--- config.mk ---
export PLATFORM = sky130hd
export DESIGN_NAME = if_stage
export DESIGN_NICKNAME = d
export VERILOG_FILES = /design/src/rtl/if_stage.sv
export SDC_FILE = /design/constraint.sdc
export NUM_CORES = 1
export LEC_CHECK = 0
export CAP_MARGIN = 25
export CORE_ASPECT_RATIO = 1.25
export CORE_MARGIN = 4
export CORE_UTILIZATION = 44
export CTS_BUF_LIST = sky130_fd_sc_hd__clkbuf_4 sky130_fd_sc_hd__clkbuf_8
export DETAILED_ROUTE_END_ITERATION = 8
export HOLD_SLACK_MARGIN = 0.05
export PLACE_DENSITY_LB_ADDON = 0.25
export SYNTH_ARGS = -nofsm -noshare
export SYNTH_HDL_FRONTEND = slang
export SYNTH_SLANG_ARGS = --single-unit
--- constraint.sdc ---
create_clock -name clk -period 1.85 [get_ports clk]
set_clock_uncertainty 0.2 [all_clocks]
set_input_delay 0.4625 -clock clk [delete_from_list [all_inputs] [get_ports clk]]
set_output_delay 0.4625 -clock clk [all_outputs]
set_load 0.1 [all_outputs]
--- src/rtl/if_stage.sv ---
// ---------------------------------------------------------------------------
// if_stage : instruction-fetch stage of the five-stage MIPS pipeline.
//
// Owns the fetch PC, issues one word read at a time on an SRAM-like
// instruction bus, buffers the returned instruction until decode accepts it,
// and applies branch/jump redirects (honouring the delay slot) as well as
// exception redirects.
//
// Ports
//   clk, resetn        : clock (rising edge) and asynchronous active-low reset
//   inst_req           : bus read request (address phase)
//   inst_wr            : always 0 (reads only)
//   inst_size          : always 2'b10 (word)
//   inst_addr          : request address, equal to the fetch PC
//   inst_addr_ok       : slave accepted the address (handshake = req & addr_ok)
//   inst_data_ok       : read data valid on inst_rdata
//   inst_rdata         : read data
//   if_valid           : if_pc / if_inst / if_adel hold a valid entry
//   if_pc, if_inst     : PC and instruction word of the buffered entry
//   if_adel            : buffered entry is a misaligned fetch (if_inst = 0)
//   id_allowin         : decode accepts; transfer = if_valid & id_allowin
//   id_br_fire         : a branch/jump leaves decode this cycle
//   id_jump, id_target : branch taken and its target PC
//   exc_flush, exc_pc  : exception redirect pulse and redirect PC
// ---------------------------------------------------------------------------
module if_stage #(
    parameter logic [31:0] RESET_PC = 32'hBFC00000
) (
    input  logic        clk,
    input  logic        resetn,
    output logic        inst_req,
    output logic        inst_wr,
    output logic [1:0]  inst_size,
    output logic [31:0] inst_addr,
    input  logic        inst_addr_ok,
    input  logic        inst_data_ok,
    input  logic [31:0] inst_rdata,
    output logic        if_valid,
    output logic [31:0] if_pc,
    output logic [31:0] if_inst,
    output logic        if_adel,
    input  logic        id_allowin,
    input  logic        id_br_fire,
    input  logic        id_jump,
    input  logic [31:0] id_target,
    input  logic        exc_flush,
    input  logic [31:0] exc_pc
);

    typedef enum logic [2:0] {
        S_IDLE,
        S_REQ,
        S_WAIT,
        S_HOLD,
        S_DRAIN
    } state_t;

    state_t      state;
    state_t      state_next;
    logic [31:0] fetch_pc;
    logic        br_pending;
    logic [31:0] br_target;

    logic        misaligned;
    logic        addr_hs;
    logic        transfer;
    logic        take_branch;
    logic [31:0] next_seq_pc;

    assign misaligned  = (fetch_pc[1:0] != 2'b00);
    assign inst_req    = (state == S_REQ) && !misaligned;
    assign inst_wr     = 1'b0;
    assign inst_size   = 2'b10;
    assign inst_addr   = fetch_pc;
    assign addr_hs     = inst_req && inst_addr_ok;
    assign transfer    = if_valid && id_allowin;
    assign take_branch = id_br_fire && id_jump;

    // A branch taken in the very cycle the delay slot leaves wins over an
    // older pending target; otherwise fall through sequentially.
    assign next_seq_pc = take_branch ? id_target :
                         br_pending  ? br_target :
                                       fetch_pc + 32'd4;

    // State register.
    always_ff @(posedge clk or negedge resetn) begin
        if (!resetn) begin
            state <= S_IDLE;
        end else begin
            state <= state_next;
        end
    end

    // Next-state logic. A flush must not leave an accepted read unanswered,
    // so any read already handed to the slave is drained before refetching.
    always_comb begin
        state_next = state;
        if (exc_flush) begin
            case (state)
                S_IDLE:  state_next = S_REQ;
                S_REQ:   state_next = addr_hs ? S_DRAIN : S_REQ;
                S_WAIT:  state_next = inst_data_ok ? S_REQ : S_DRAIN;
                S_HOLD:  state_next = S_REQ;
                S_DRAIN: state_next = S_DRAIN;
                default: state_next = S_IDLE;
            endcase
        end else begin
            case (state)
                S_IDLE:  state_next = S_REQ;
                S_REQ: begin
                    if (misaligned) begin
                        state_next = S_HOLD;
                    end else if (addr_hs) begin
                        state_next = S_WAIT;
                    end
                end
                S_WAIT:  if (inst_data_ok) state_next = S_HOLD;
                S_HOLD:  if (transfer)     state_next = S_REQ;
                S_DRAIN: if (inst_data_ok) state_next = S_REQ;
                default: state_next = S_IDLE;
            endcase
        end
    end

    // Fetch PC, pending-branch record and the output buffer.
    always_ff @(posedge clk or negedge resetn) begin
        if (!resetn) begin
            fetch_pc   <= RESET_PC;
            br_pending <= 1'b0;
            br_target  <= 32'd0;
            if_valid   <= 1'b0;
            if_pc      <= 32'd0;
            if_inst    <= 32'd0;
            if_adel    <= 1'b0;
        end else if (exc_flush) begin
            fetch_pc   <= exc_pc;
            br_pending <= 1'b0;
            if_valid   <= 1'b0;
            if_adel    <= 1'b0;
        end else begin
            // Misaligned PC: synthesise an address-error entry without a bus read.
            if (state == S_REQ && misaligned) begin
                if_pc    <= fetch_pc;
                if_inst  <= 32'd0;
                if_adel  <= 1'b1;
                if_valid <= 1'b1;
            end
            if (state == S_WAIT && inst_data_ok) begin
                if_pc    <= fetch_pc;
                if_inst  <= inst_rdata;
                if_adel  <= 1'b0;
                if_valid <= 1'b1;
            end
            // The taken branch is remembered until the delay slot has been
            // handed to decode, then becomes the next fetch address.
            if (state == S_HOLD && transfer) begin
                if_valid   <= 1'b0;
                fetch_pc   <= next_seq_pc;
                br_pending <= 1'b0;
            end else if (take_branch) begin
                br_pending <= 1'b1;
                br_target  <= id_target;
            end
        end
    end

endmodule

==> impl_metrics.json <==
{
  "maxSlewViolCount": 0,
  "critPathCapture": "inst_req",
  "timing.critical_path.slowest_cell_delay_ps": 490,
  "busiest_layer": "met2",
  "post_synth_instance_area_um2": 6653,
  "post_synth_inst_count": 620,
  "post_drt_wl_per_cell_um": 28.72,
  "rows": 50,
  "die_h_um": 145.5,
  "dp_hpwl_mm": 18.40,
  "yosysMostFrequentCell": "sky130_fd_sc_hd__dfrtp_1",
  "top_level_ports": 206,
  "share_of_layout_cells_above_drive_strength_1_pct": 53.10,
  "floorplan.die.width_um": 118.0,
  "clock_power_share_pct": 13.1,
  "final.period_utilization_pct": 123.5,
  "detail_route.wirelength_mm": 34.44,
  "cts_made_buffers": 17,
  "combinationalPowerShare_pct": 62.8,
  "period_needed_ps": 2285,
  "share_of_power_burned_in_registers_pct": 24.1,
  "ordered_cell_list_for_the_critical_path": "nor2_4, buf_6, nand3_4, clkinvlp_4, buf_12",
  "grt_start_max_net_pins": 49,
  "route.detailed.drc": 0,
  "route.vias.total": 7929,
  "yosys-top-cells-area": "sky130_fd_sc_hd__dfrtp_1 (47%), sky130_fd_sc_hd__mux2_2 (11%), sky130_fd_sc_hd__a22o_1 (4.2%), sky130_fd_sc_hd__dfstp_2 (3.6%), sky130_fd_sc_hd__nand2_1 (2.8%)",
  "grt_pass1_vias": 7656,
  "timing.critical_path.to_type": "output pin",
  "stdcell_count": 1199,
  "critical_path.startpoint": "inst_addr[0]",
  "cts.path.max_buffers": 2,
  "ys_async_sr_fraction_pct": 100.0,
  "irDropWorstVdd_uv": 910.6,
  "clk_root_buffer_cell": "sky130_fd_sc_hd__clkbuf_8",
  "report.final.setup_viol": 157,
  "synth_seq_area_share_pct": 50.57,
  "tightest_slew_ps": 606.3,
  "number_of_search_and_repair_iterations_in_the_first_detailed_routing_pass": 8,
  "power.density_cell_area_nw_per_um2": 1531,
  "post-place-cells": 1080,
  "setup_total_negative_slack_ps": -23070,
  "count_of_filler_cells_inserted_in_the_layout": 614,
  "place_ws_ps": -663.4,
  "cts_tree": "yes",
  "post_synth_edffs": 0,
  "crit_slowest_cell": "sky130_fd_sc_hd__dfrtp_4",
  "drtAntennaViolNets": 0,
  "run_status": "complete, but fails checks",
  "floorplan.die_area_um2": 17160,
  "synth.avg_cell_area_um2": 10.73,
  "switching_share_pct": 48.02,
  "critPathRequiredTime_ps": 1190,
  "floorplan.initialDensity_pct": 44.68,
  "reg_to_reg_critical_path_startpoint": "state[1]",
  "numPortBuffers": 202,
  "core_region_area_um2": 14890,
  "grt_util_met1_pct": 39.58,
  "final.hold.worst_slack_ps": 232.6,
  "synth.distinct_cells": 66,
  "synth_ff_type": "sky130_fd_sc_hd__dfrtp_1",
  "maxSlewHeadroom_pct": 59.46,
  "critical-path-top-delay-family": "flip-flops",
  "gp_congestion": 0.9072,
  "hold_path.class": "in -> async",
  "met3_usage_pct": 9.176,
  "finalHoldViolCount": 0,
  "first_pass_grt_wire_length_mm": 44.68,
  "crit_path_start_kind": "flop",
  "worst_skew_pair_latency_ps": 480,
  "length_in_cells_of_the_worst_reg_to_reg_path": 7,
  "cts_sinks": 134,
  "globalRoute.totalOverflow": 0,
  "post_drt_via_cell_ratio": 6.613,
  "worst-endpoint-arrival_ps": 1620,
  "fin_ws_ps": -434.5,
  "groute.usage.overall_pct": 33.10,
  "htreeDepth": 4,
  "clk_pin_slew_worst_paths_ps": 90,
  "r2r-end": "if_pc[24]",
  "failed_checks": "setup timing",
  "finish.net_count": 1111,
  "netlist.area_leader.share_pct": 47.02,
  "achievable-frequency_mhz": 437.7,
  "antenna_cells": 0,
  "rsz_0062_raised_after_global_routing": "true",
  "critical_path_stages": 5,
  "area_growth_syn_to_fin_pct": 97.20,
  "worst-setup-path-type": "reg -> out",
  "max-cap-violations": 0,
  "setup.reg_to_reg.worst_slack_ps": -280,
  "place_area_um2": 11090,
  "drt_iter0_markers": 942,
  "groute.layer.met2.usage_pct": 55.51,
  "antenna_found_initial": 0,
  "ys_ff_latch": 134,
  "internal-power_uw": 10440,
  "leakagePower_uw": 0.005723,
  "post-synth-top-area-cell": "sky130_fd_sc_hd__dfrtp_1",
  "yosys_warnings": 0,
  "switching_pwr_uw": 9643,
  "post_synth_most_frequent_cells": "sky130_fd_sc_hd__dfrtp_1 (125), sky130_fd_sc_hd__mux2_2 (65), sky130_fd_sc_hd__nand2_1 (50), sky130_fd_sc_hd__a21oi_1 (36), sky130_fd_sc_hd__a22o_1 (32)",
  "final_design_area_no_fill_um2": 13120,
  "crit_fanout": 2,
  "timing.critical_path.buf_inv": 3
}
## how the worst min path moves through the flow
stage | slack (ps) | endpoint | from | depth (start not counted)
2_1_floorplan | -30 | br_pending | resetn | 0
3_3_place_gp | 110 | if_pc[11] | resetn | 1
3_5_place_dp | 120 | inst_addr[3] | resetn | 1
4_1_cts | 220 | inst_addr[3] | resetn | 2
5_1_grt | 240 | if_pc[9] | resetn | 2
6_report | 230 | if_pc[8] | resetn | 2
## area by class of cell
class                           instances  area (um^2)  share of cell area [%]
Inverter                               10        41.29                  0.3147
Timing Repair Buffer                  413         5181                   39.49
Multi-Input combinational cell        430         3801                   28.97
Clock buffer                           21        276.5                   2.108
Sequential cell                       134         3463                   26.40
Clock inverter                          9        127.6                  0.9728
Tap cell                              182        227.7                   1.736
## worst register-to-register path, stage by stage, from the launching register on
cell and delay (ps):
sky130_fd_sc_hd__dfrtp_2 510, sky130_fd_sc_hd__inv_2 170, sky130_fd_sc_hd__nand3b_1 190, sky130_fd_sc_hd__a21oi_4 210, sky130_fd_sc_hd__nand2_4 110, sky130_fd_sc_hd__buf_12 170
sky130_fd_sc_hd__clkbuf_16 170, sky130_fd_sc_hd__mux2_4 300
## placed cells by master, fill, tap and decap left out, drive strengths merged, types with 4 or more instances in the layout
| master | count |
|---|---|
| a211oi | 7 |
| a21oi | 36 |
| a22o | 32 |
| a2bb2oi | 4 |
| a31oi | 6 |
| and3 | 15 |
| and4 | 5 |
| buf | 303 |
| clkbuf | 27 |
| clkdlybuf4s50 | 98 |
| clkinv | 6 |
| dfrtp | 125 |
| dfstp | 9 |
| inv | 9 |
| mux2 | 65 |
| mux2i | 4 |
| nand2 | 50 |
| nand3 | 32 |
| nand4 | 11 |
| nor2 | 29 |
| nor2b | 5 |
| nor3 | 10 |
| nor4 | 7 |
| o211ai | 11 |
| o21ai | 27 |
| o22ai | 8 |
| o31ai | 4 |
| xnor2 | 6 |
| xor2 | 5 |
## registers in the layout, indices dropped and copies added, names as in the netlist
register,count
state,3
br_target,32
inst_addr,32
br_pending,1
if_adel,1
if_valid,1
if_inst,32
if_pc,32
## per-stage QoR
step / power (uW) / util [%]
global route: 20480 / 88.11
detailed placement: 15730 / 74.50
floorplan: 11230 / -
finish: 20080 / 88.11
global placement: 15540 / 74.50
CTS: 19020 / 83.84
## routing by layer
metal  up-vias  part of all wire [%]
met4         0                   8.1
met5         -                     0
met2       762                    48
met1      3809                    33
met3       274                    11
li1       3084                     -
## power groups by stage
stage	logic, uW	registers, uW	clock network (uW)
finish	12600	4840	2630
global placement	10800	4720	0
floorplan	2030	9200	0
global route	12800	4900	2760
CTS	11700	4730	2600
detailed placement	10900	4780	0
## repair_timing
| item | in CTS | in global routing |
|---|---|---|
| setup buffers | 61 | 25 |
| resized for setup | 103 | 99 |
| pin swaps | 38 | 85 |
| hold buffers | 1 | 0 |
| hold endpoints to repair | 125 | 0 |
| setup endpoints to repair | 142 | 160 |
| gates cloned | 6 | 8 |
## cell families after synthesis
kind of cell / share of synthesized area [%]
XOR/XNOR: 1.448
multiplexers: 11.60
AO/OA/AOI/OAI: 18.04
other: 0.1129
AND/OR/NAND/NOR: 13.99
flip-flops: 50.57
buffers and inverters: 4.044
adder cells (fa/ha/maj): 0.1880
Note: power is estimated with default switching activity, not from simulation.
